## src/rtl/muldiv_pkg.sv

```systemverilog
// Shared definitions for the sequential multiply/divide unit: op codes,
// FSM states and the default iteration count.
package muldiv_pkg;

   localparam logic [1:0] OP_MULT  = 2'b00;
   localparam logic [1:0] OP_MULTU = 2'b01;
   localparam logic [1:0] OP_DIV   = 2'b10;
   localparam logic [1:0] OP_DIVU  = 2'b11;

   localparam int ITER_DEFAULT = 32;

   typedef enum logic [1:0] {
      ST_IDLE  = 2'b00,
      ST_CALC  = 2'b01,
      ST_FIXUP = 2'b10,
      ST_DONE  = 2'b11
   } state_t;

endpackage

```

## src/rtl/muldiv_step.sv

```systemverilog
// One-bit-per-cycle datapath: shift-add multiply or restoring divide on
// unsigned magnitudes. o_hi_part/o_lo_part are product halves or rem/quot.
module muldiv_step #(
   parameter int WIDTH = 32
) (
   input  logic             clk,
   input  logic             reset,
   input  logic             i_load,
   input  logic             i_step,
   input  logic             i_is_div,
   input  logic [WIDTH-1:0] i_mag_a,
   input  logic [WIDTH-1:0] i_mag_b,
   output logic [WIDTH-1:0] o_hi_part,
   output logic [WIDTH-1:0] o_lo_part
);

   logic [WIDTH-1:0] r_acc;
   logic [WIDTH-1:0] r_sr;
   logic [WIDTH-1:0] r_opnd;
   logic [WIDTH:0]   w_add_a;
   logic [WIDTH:0]   w_add_b;
   logic             w_carry;
   logic [WIDTH+1:0] w_sum;
   logic             w_take;

   // Shared adder: divide adds the inverted divisor, so bit WIDTH+1 is "no borrow".
   always_comb begin
      if (i_is_div) begin
         w_add_a = {r_acc, r_sr[WIDTH-1]};
         w_add_b = ~{1'b0, r_opnd};
         w_carry = 1'b1;
      end else begin
         w_add_a = {1'b0, r_acc};
         w_add_b = r_sr[0] ? {1'b0, r_opnd} : {(WIDTH+1){1'b0}};
         w_carry = 1'b0;
      end
      w_sum  = {1'b0, w_add_a} + {1'b0, w_add_b} + {{(WIDTH+1){1'b0}}, w_carry};
      w_take = w_sum[WIDTH+1];
   end

   // Load magnitudes on accept, then advance one step per CALC cycle.
   always_ff @(posedge clk) begin
      if (!reset) begin
         r_acc  <= '0;
         r_sr   <= '0;
         r_opnd <= '0;
      end else if (i_load) begin
         r_acc  <= '0;
         r_sr   <= i_mag_a;
         r_opnd <= i_mag_b;
      end else if (i_step) begin
         if (i_is_div) begin
            r_acc <= w_take ? w_sum[WIDTH-1:0] : w_add_a[WIDTH-1:0];
            r_sr  <= {r_sr[WIDTH-2:0], w_take};
         end else begin
            r_acc <= w_sum[WIDTH:1];
            r_sr  <= {w_sum[0], r_sr[WIDTH-1:1]};
         end
      end else begin
         r_acc <= r_acc;
      end
   end

   assign o_hi_part = r_acc;
   assign o_lo_part = r_sr;

endmodule

```

## src/rtl/muldiv_seq.sv

```systemverilog
// Sequential MULT/MULTU/DIV/DIVU unit with FSM, sign fix-up and hi/lo registers.
// Optional MULDIV_FAST_MUL_EN: single-cycle multiply, skipping CALC.
module muldiv_seq
   import muldiv_pkg::*;
#(
   parameter int WIDTH = 32,
   parameter int ITER  = ITER_DEFAULT
) (
   input  logic             clk,
   input  logic             reset,
   input  logic             start,
   input  logic [1:0]       op,
   input  logic [WIDTH-1:0] a,
   input  logic [WIDTH-1:0] b,
   input  logic             cancel,
   output logic             busy,
   output logic             done,
   output logic [WIDTH-1:0] hi,
   output logic [WIDTH-1:0] lo
);

   localparam int CW = (ITER > 1) ? $clog2(ITER) : 1;

   state_t             r_state;
   logic [CW-1:0]      r_cnt;
   logic               r_busy;
   logic               r_done;
   logic [WIDTH-1:0]   r_hi;
   logic [WIDTH-1:0]   r_lo;
   logic [1:0]         r_op;
   logic [WIDTH-1:0]   r_a;
   logic [WIDTH-1:0]   r_b;

   logic               w_accept;
   logic               w_signed_in;
   logic [WIDTH-1:0]   w_mag_a;
   logic [WIDTH-1:0]   w_mag_b;
   logic [WIDTH-1:0]   w_step_hi;
   logic [WIDTH-1:0]   w_step_lo;
   logic               w_a_neg;
   logic               w_b_neg;
   logic [2*WIDTH-1:0] w_prod_mag;
   logic [2*WIDTH-1:0] w_prod;
   logic [WIDTH-1:0]   w_res_hi;
   logic [WIDTH-1:0]   w_res_lo;
   state_t             w_start_state;

   assign w_accept    = start && ((r_state == ST_IDLE) || (r_state == ST_DONE));
   assign w_signed_in = (op == OP_MULT) || (op == OP_DIV);
   assign w_mag_a     = (w_signed_in && a[WIDTH-1]) ? -a : a;
   assign w_mag_b     = (w_signed_in && b[WIDTH-1]) ? -b : b;
   assign w_a_neg     = !r_op[0] && r_a[WIDTH-1];
   assign w_b_neg     = !r_op[0] && r_b[WIDTH-1];

   muldiv_step #(.WIDTH(WIDTH)) u_step (
      .clk       (clk),
      .reset     (reset),
      .i_load    (w_accept && !cancel),
      .i_step    (r_state == ST_CALC),
      .i_is_div  (r_op[1]),
      .i_mag_a   (w_mag_a),
      .i_mag_b   (w_mag_b),
      .o_hi_part (w_step_hi),
      .o_lo_part (w_step_lo)
   );

`ifdef MULDIV_FAST_MUL_EN
   logic [WIDTH-1:0] w_ra_mag;
   logic [WIDTH-1:0] w_rb_mag;
   assign w_ra_mag   = w_a_neg ? -r_a : r_a;
   assign w_rb_mag   = w_b_neg ? -r_b : r_b;
   assign w_prod_mag = {{WIDTH{1'b0}}, w_ra_mag} * {{WIDTH{1'b0}}, w_rb_mag};
`else
   assign w_prod_mag = {w_step_hi, w_step_lo};
`endif

   // Where an accepted op goes first: multiplies skip CALC in the fast build.
   always_comb begin
`ifdef MULDIV_FAST_MUL_EN
      if (!op[1]) begin
         w_start_state = ST_FIXUP;
      end else begin
         w_start_state = ST_CALC;
      end
`else
      w_start_state = ST_CALC;
`endif
   end

   // Sign fix-up of the magnitude results; divide by zero overrides to '1 / a.
   always_comb begin
      w_prod = (w_a_neg ^ w_b_neg) ? -w_prod_mag : w_prod_mag;
      if (r_op[1]) begin
         if (r_b == {WIDTH{1'b0}}) begin
            w_res_lo = {WIDTH{1'b1}};
            w_res_hi = r_a;
         end else begin
            w_res_lo = (w_a_neg ^ w_b_neg) ? -w_step_lo : w_step_lo;
            w_res_hi = w_a_neg ? -w_step_hi : w_step_hi;
         end
      end else begin
         w_res_hi = w_prod[2*WIDTH-1:WIDTH];
         w_res_lo = w_prod[WIDTH-1:0];
      end
   end

   // Control FSM with registered busy/done; reset beats cancel beats start.
   always_ff @(posedge clk) begin
      if (!reset) begin
         r_state <= ST_IDLE;
         r_cnt   <= '0;
         r_busy  <= 1'b0;
         r_done  <= 1'b0;
         r_hi    <= '0;
         r_lo    <= '0;
         r_op    <= OP_MULT;
         r_a     <= '0;
         r_b     <= '0;
      end else if (cancel) begin
         r_state <= ST_IDLE;
         r_cnt   <= '0;
         r_busy  <= 1'b0;
         r_done  <= 1'b0;
      end else begin
         case (r_state)
            ST_IDLE, ST_DONE: begin
               r_done <= 1'b0;
               r_cnt  <= '0;
               if (start) begin
                  r_state <= w_start_state;
                  r_busy  <= 1'b1;
                  r_op    <= op;
                  r_a     <= a;
                  r_b     <= b;
               end else begin
                  r_state <= ST_IDLE;
                  r_busy  <= 1'b0;
               end
            end
            ST_CALC: begin
               if (r_cnt == CW'(ITER - 1)) begin
                  r_state <= ST_FIXUP;
                  r_cnt   <= '0;
               end else begin
                  r_cnt   <= r_cnt + CW'(1);
               end
            end
            ST_FIXUP: begin
               r_hi    <= w_res_hi;
               r_lo    <= w_res_lo;
               r_state <= ST_DONE;
               r_busy  <= 1'b0;
               r_done  <= 1'b1;
            end
            default: begin
               r_state <= ST_IDLE;
               r_busy  <= 1'b0;
               r_done  <= 1'b0;
            end
         endcase
      end
   end

   assign busy = r_busy;
   assign done = r_done;
   assign hi   = r_hi;
   assign lo   = r_lo;

endmodule

```

## config.mk

```make
export PLATFORM = sky130hd
export DESIGN_NAME = muldiv_seq
export DESIGN_NICKNAME = d
export VERILOG_FILES = /design/src/rtl/muldiv_pkg.sv /design/src/rtl/muldiv_step.sv /design/src/rtl/muldiv_seq.sv
export SDC_FILE = /design/constraint.sdc
export NUM_CORES = 1
export LEC_CHECK = 0
export ABC_CLOCK_PERIOD_IN_PS = 7500
export CORE_ASPECT_RATIO = 0.7
export CORE_MARGIN = 4
export CORE_UTILIZATION = 23
export DETAILED_ROUTE_END_ITERATION = 8
export PLACE_DENSITY = 0.46
export SLEW_MARGIN = 20
export SYNTH_ARGS = -nofsm -noshare
export SYNTH_HDL_FRONTEND = slang
export SYNTH_SLANG_ARGS = --single-unit
```

## constraint.sdc

```tcl
create_clock -name clk -period 7.5 [get_ports clk]
set_input_delay 1.5 -clock clk [delete_from_list [all_inputs] [get_ports clk]]
set_output_delay 1.5 -clock clk [all_outputs]
set_load 0.005 [all_outputs]
```

==> flow_summary.yaml <==
run_status:
  outcome: "finished, final reports clean"
clock_network:
  holdBufCountCts: 0
  clock_path_buffers: 3
  root_buffer: "clkbuf_16"
  clock_latency_ns: 0.59
  clkSinkCount: 235
  cts_buffers: 29
  cts_resized: 0
  clk_pin_slew_ns: 0.06
  cts_max_level: 1
  cts_tree: "built"
  postCtsSetupBuffers: 0
cells_and_area:
  n_fill_cell: 7380
  drive_above_1_share_pct: 7.16
  design_area_sq_um: 18700
  multiInputGateArea_sq_um: 10300
  diodes: 0
  finish.utilization_pct: 27.5
  area_growth_pct: 18.6
  ff_latch_area_sq_um: 4710
  fin_cells: 3039
  nNetsFinal: 2228
placement:
  dpl.hpwl_microns: 43700
  gp_congestion: 0.893
  place_inst: 2986
  port_buffers: 135
  pre_cts_ws_ns: 2.49
  dpl_cell_area_sq_um: 17800
timing:
  tightest_slew_ns: 1.18
  fin_crit_sh_pct: 67.9
  maxSlewViolCount: 0
  fin_tns_setup_ns: 0
  setup_viol: 0
  setup_ws_ns: 2.41
  slew_headroom_pct: 20.5
  rsz0062_at_grt: "false"
  hold_viol: 0
  fin_crit_ns: 5.09
  skew_ns: 0.0315
  fin_hold_ws_ns: 0.455
  max_freq_ghz: 0.196
setup_path:
  critPathKind: "reg2reg"
  critPathBufInv: 3
  worstPathMaxFanout: 53
  end_kind: "register"
  worstPathRequired_ns: 8.00
  critical-path-top-delay-family: "compound AO/OA/AOI/OAI gates"
  critPathMostFrequentCell: "buf_4"
  cp_cell_sequence: "inv_2, buf_4, o21ai_0, ha_1, o21a_1, o31a_1, o311ai_2, a21boi_1, o21ai_2, buf_4, nand2_1, o221a_2, a21oi_1"
  slowest_delay_ns: 0.82
  worstSetupStartpointType: "register"
  crit_path_top_delay_cell: "o21ai_2"
  worstPathArrival_ns: 5.59
die:
  die_h_microns: 227
  start_util_pct: 23.2
  core_area_sq_um: 68100
  dieArea_sq_um: 73000
  die_x_microns: 321
  io_pins: 136
  core.rowCount: 80
grt:
  grt_overflow: 0
  grt_use_total_pct: 15.8
  antenna_found_initial: 0
  grt_max_degree: 170
  grt_pass1_vias: 14600
  grt_pass1_wl_microns: 90700
pwr:
  power.switching_mw: 1.24
  power_mw: 3.73
  leakage_nw: 6.57
  vdd_ir_drop_max_v: 0.000164
  p_sw_share_pct: 33.2
  intPower_mw: 2.49
  p_comb_share_pct: 23.0
  power_frac_clock_pct: 38.9
  sequentialPowerShare_pct: 38.0
  powerDensity_nw_per_um2: 199
synth:
  synth_area_per_cell_sq_um: 7.49
  ys_warn_count: 0
  yosysSeqAreaShare_pct: 29.8
  syn_area_sq_um: 15800
  async_flop_share_pct: 0
  synth-edff-count: 0
  ys.flop_type: "dfxtp_1"
  ys_seq_elements: 235
  synthesis.instances: 2110
  syn-num-nets: 2223
  yosysUniqueCellTypes: 86
route:
  dr.first_iter.drc_count: 1427
  post_drt_wl_per_cell_microns: 19.6
  vias_per_cell: 5.16
  drtPass1Iterations: 5
  vias: 15700
  wl_microns: 59500
  ant_nets: 0
  drc_errors: 0
job:
  maxCapViolCount: 0
hold_path:
  hp-class: "reg2reg"
[sequential cells by signal (all words and copies together) (netlist names), 5 cells and up]
| register | cells |
|---|---|
| u_step.r_opnd | 32 |
| hi | 32 |
| r_cnt | 5 |
| r_b | 32 |
| u_step.o_hi_part | 32 |
| lo | 32 |
| u_step.o_lo_part | 32 |
| r_a | 32 |
[cell type report]
type                       instances  share of cell area [%]
inverter                          31                   0.634
multi-input combinational       1664                    55.0
tap                              902                    6.02
clock buffer                      43                    4.58
clock inverter                    10                   0.614
sequential                       235                    25.1
timing repair buffer             154                    8.01
[worst min-delay path, cell delays in order, from the launching register on]
cell     delay [ns]
dfxtp_1        0.31
nand2_1        0.05
a21oi_1        0.05
[Yosys cell counts, types with 14 or more instances]
| cell | n | area share [%] |
|---|---|---|
| a21o_1 | 18 | 0.86 |
| nor4_1 | 22 | 0.87 |
| nand3_1 | 33 | 1.0 |
| xor2_1 | 89 | 4.9 |
| a21oi_1 | 267 | 8.5 |
| nand2_1 | 264 | 6.3 |
| mux2i_1 | 40 | 2.5 |
| xnor2_1 | 76 | 4.2 |
| inv_1 | 29 | 0.69 |
| o31ai_1 | 23 | 1.1 |
| o21ai_0 | 210 | 6.7 |
| nor2_1 | 187 | 4.4 |
| nor3_1 | 31 | 0.98 |
| or3_1 | 21 | 0.83 |
| ha_1 | 41 | 3.2 |
| a221oi_1 | 14 | 0.78 |
| a31oi_1 | 33 | 1.3 |
| nand2b_1 | 16 | 0.63 |
| mux2_2 | 28 | 2.0 |
| a211oi_1 | 58 | 2.8 |
| dfxtp_1 | 235 | 30 |
| buf_2 | 15 | 0.48 |
| clkbuf_1 | 152 | 3.6 |
[layer usage]
metal / vias up / track usage [%] / part of all wire, %
met3: 74 / 3.62 / 7.8
li1: 7601 / - / -
met2: 489 / 22.3 / 40
met4: 0 / 3.41 / 2.2
met5: - / 0 / 0
met1: 7531 / 24.1 / 50
[cells in the final DEF, fill, tap and decap left out, types with 7 or more instances in the layout]
cell type        instances
nand3_1                 33
ha_1                    40
o31ai_1                 23
clkbuf_8                 8
mux2_2                  28
nor4_1                  21
a211oi_1                58
xor2_1                  89
o211ai_1                12
inv_1                   28
or3_1                   21
buf_4                   18
a31oi_1                 33
and3_1                  10
nand2_1                264
o21a_1                   7
clkbuf_16               29
o21ai_0                209
a21oi_1                266
dfxtp_1                234
mux2i_1                 40
a221oi_1                14
and2_1                   8
nor3_1                  31
or4_1                   10
clkinv_2                 7
nand4_1                  9
o41ai_1                 10
nor2_1                 185
xnor2_1                 76
a21o_1                  18
nand2b_1                16
clkdlybuf4s50_1        134
a311oi_1                 8
[cell families after synthesis]
family | count (synthesis) | synth area share [%]
AOI/OAI and AO/OA | 727 | 28.0
and+or+nand+nor | 661 | 19.8
DFF | 235 | 29.8
buffers and inverters | 211 | 5.27
xor gates and xnor gates | 165 | 9.14
muxes | 68 | 4.53
adders and majority gates | 43 | 3.50
[path summary, 6_finish.rpt]
kind,from,to,slack (ns),cells past startpoint
worst max-delay path,r_op[1],u_step.o_hi_part[20],2.41,13
worst min-delay path,r_b[29],r_b[29],0.46,2
worst max register to register,r_op[1],u_step.o_hi_part[20],2.41,13
worst min register to register,r_b[29],r_b[29],0.46,2
[power groups by stage]
stage / registers, mW / logic, mW / clock network, mW
3_5_place_dp: 1.45 / 0.847 / 0
6_report: 1.42 / 0.860 / 1.45
4_1_cts: 1.42 / 0.851 / 1.48
5_1_grt: 1.43 / 0.944 / 1.54
2_1_floorplan: 1.38 / 0.601 / 0
3_3_place_gp: 1.45 / 0.844 / 0
Power figures use the tool's default switching activity.
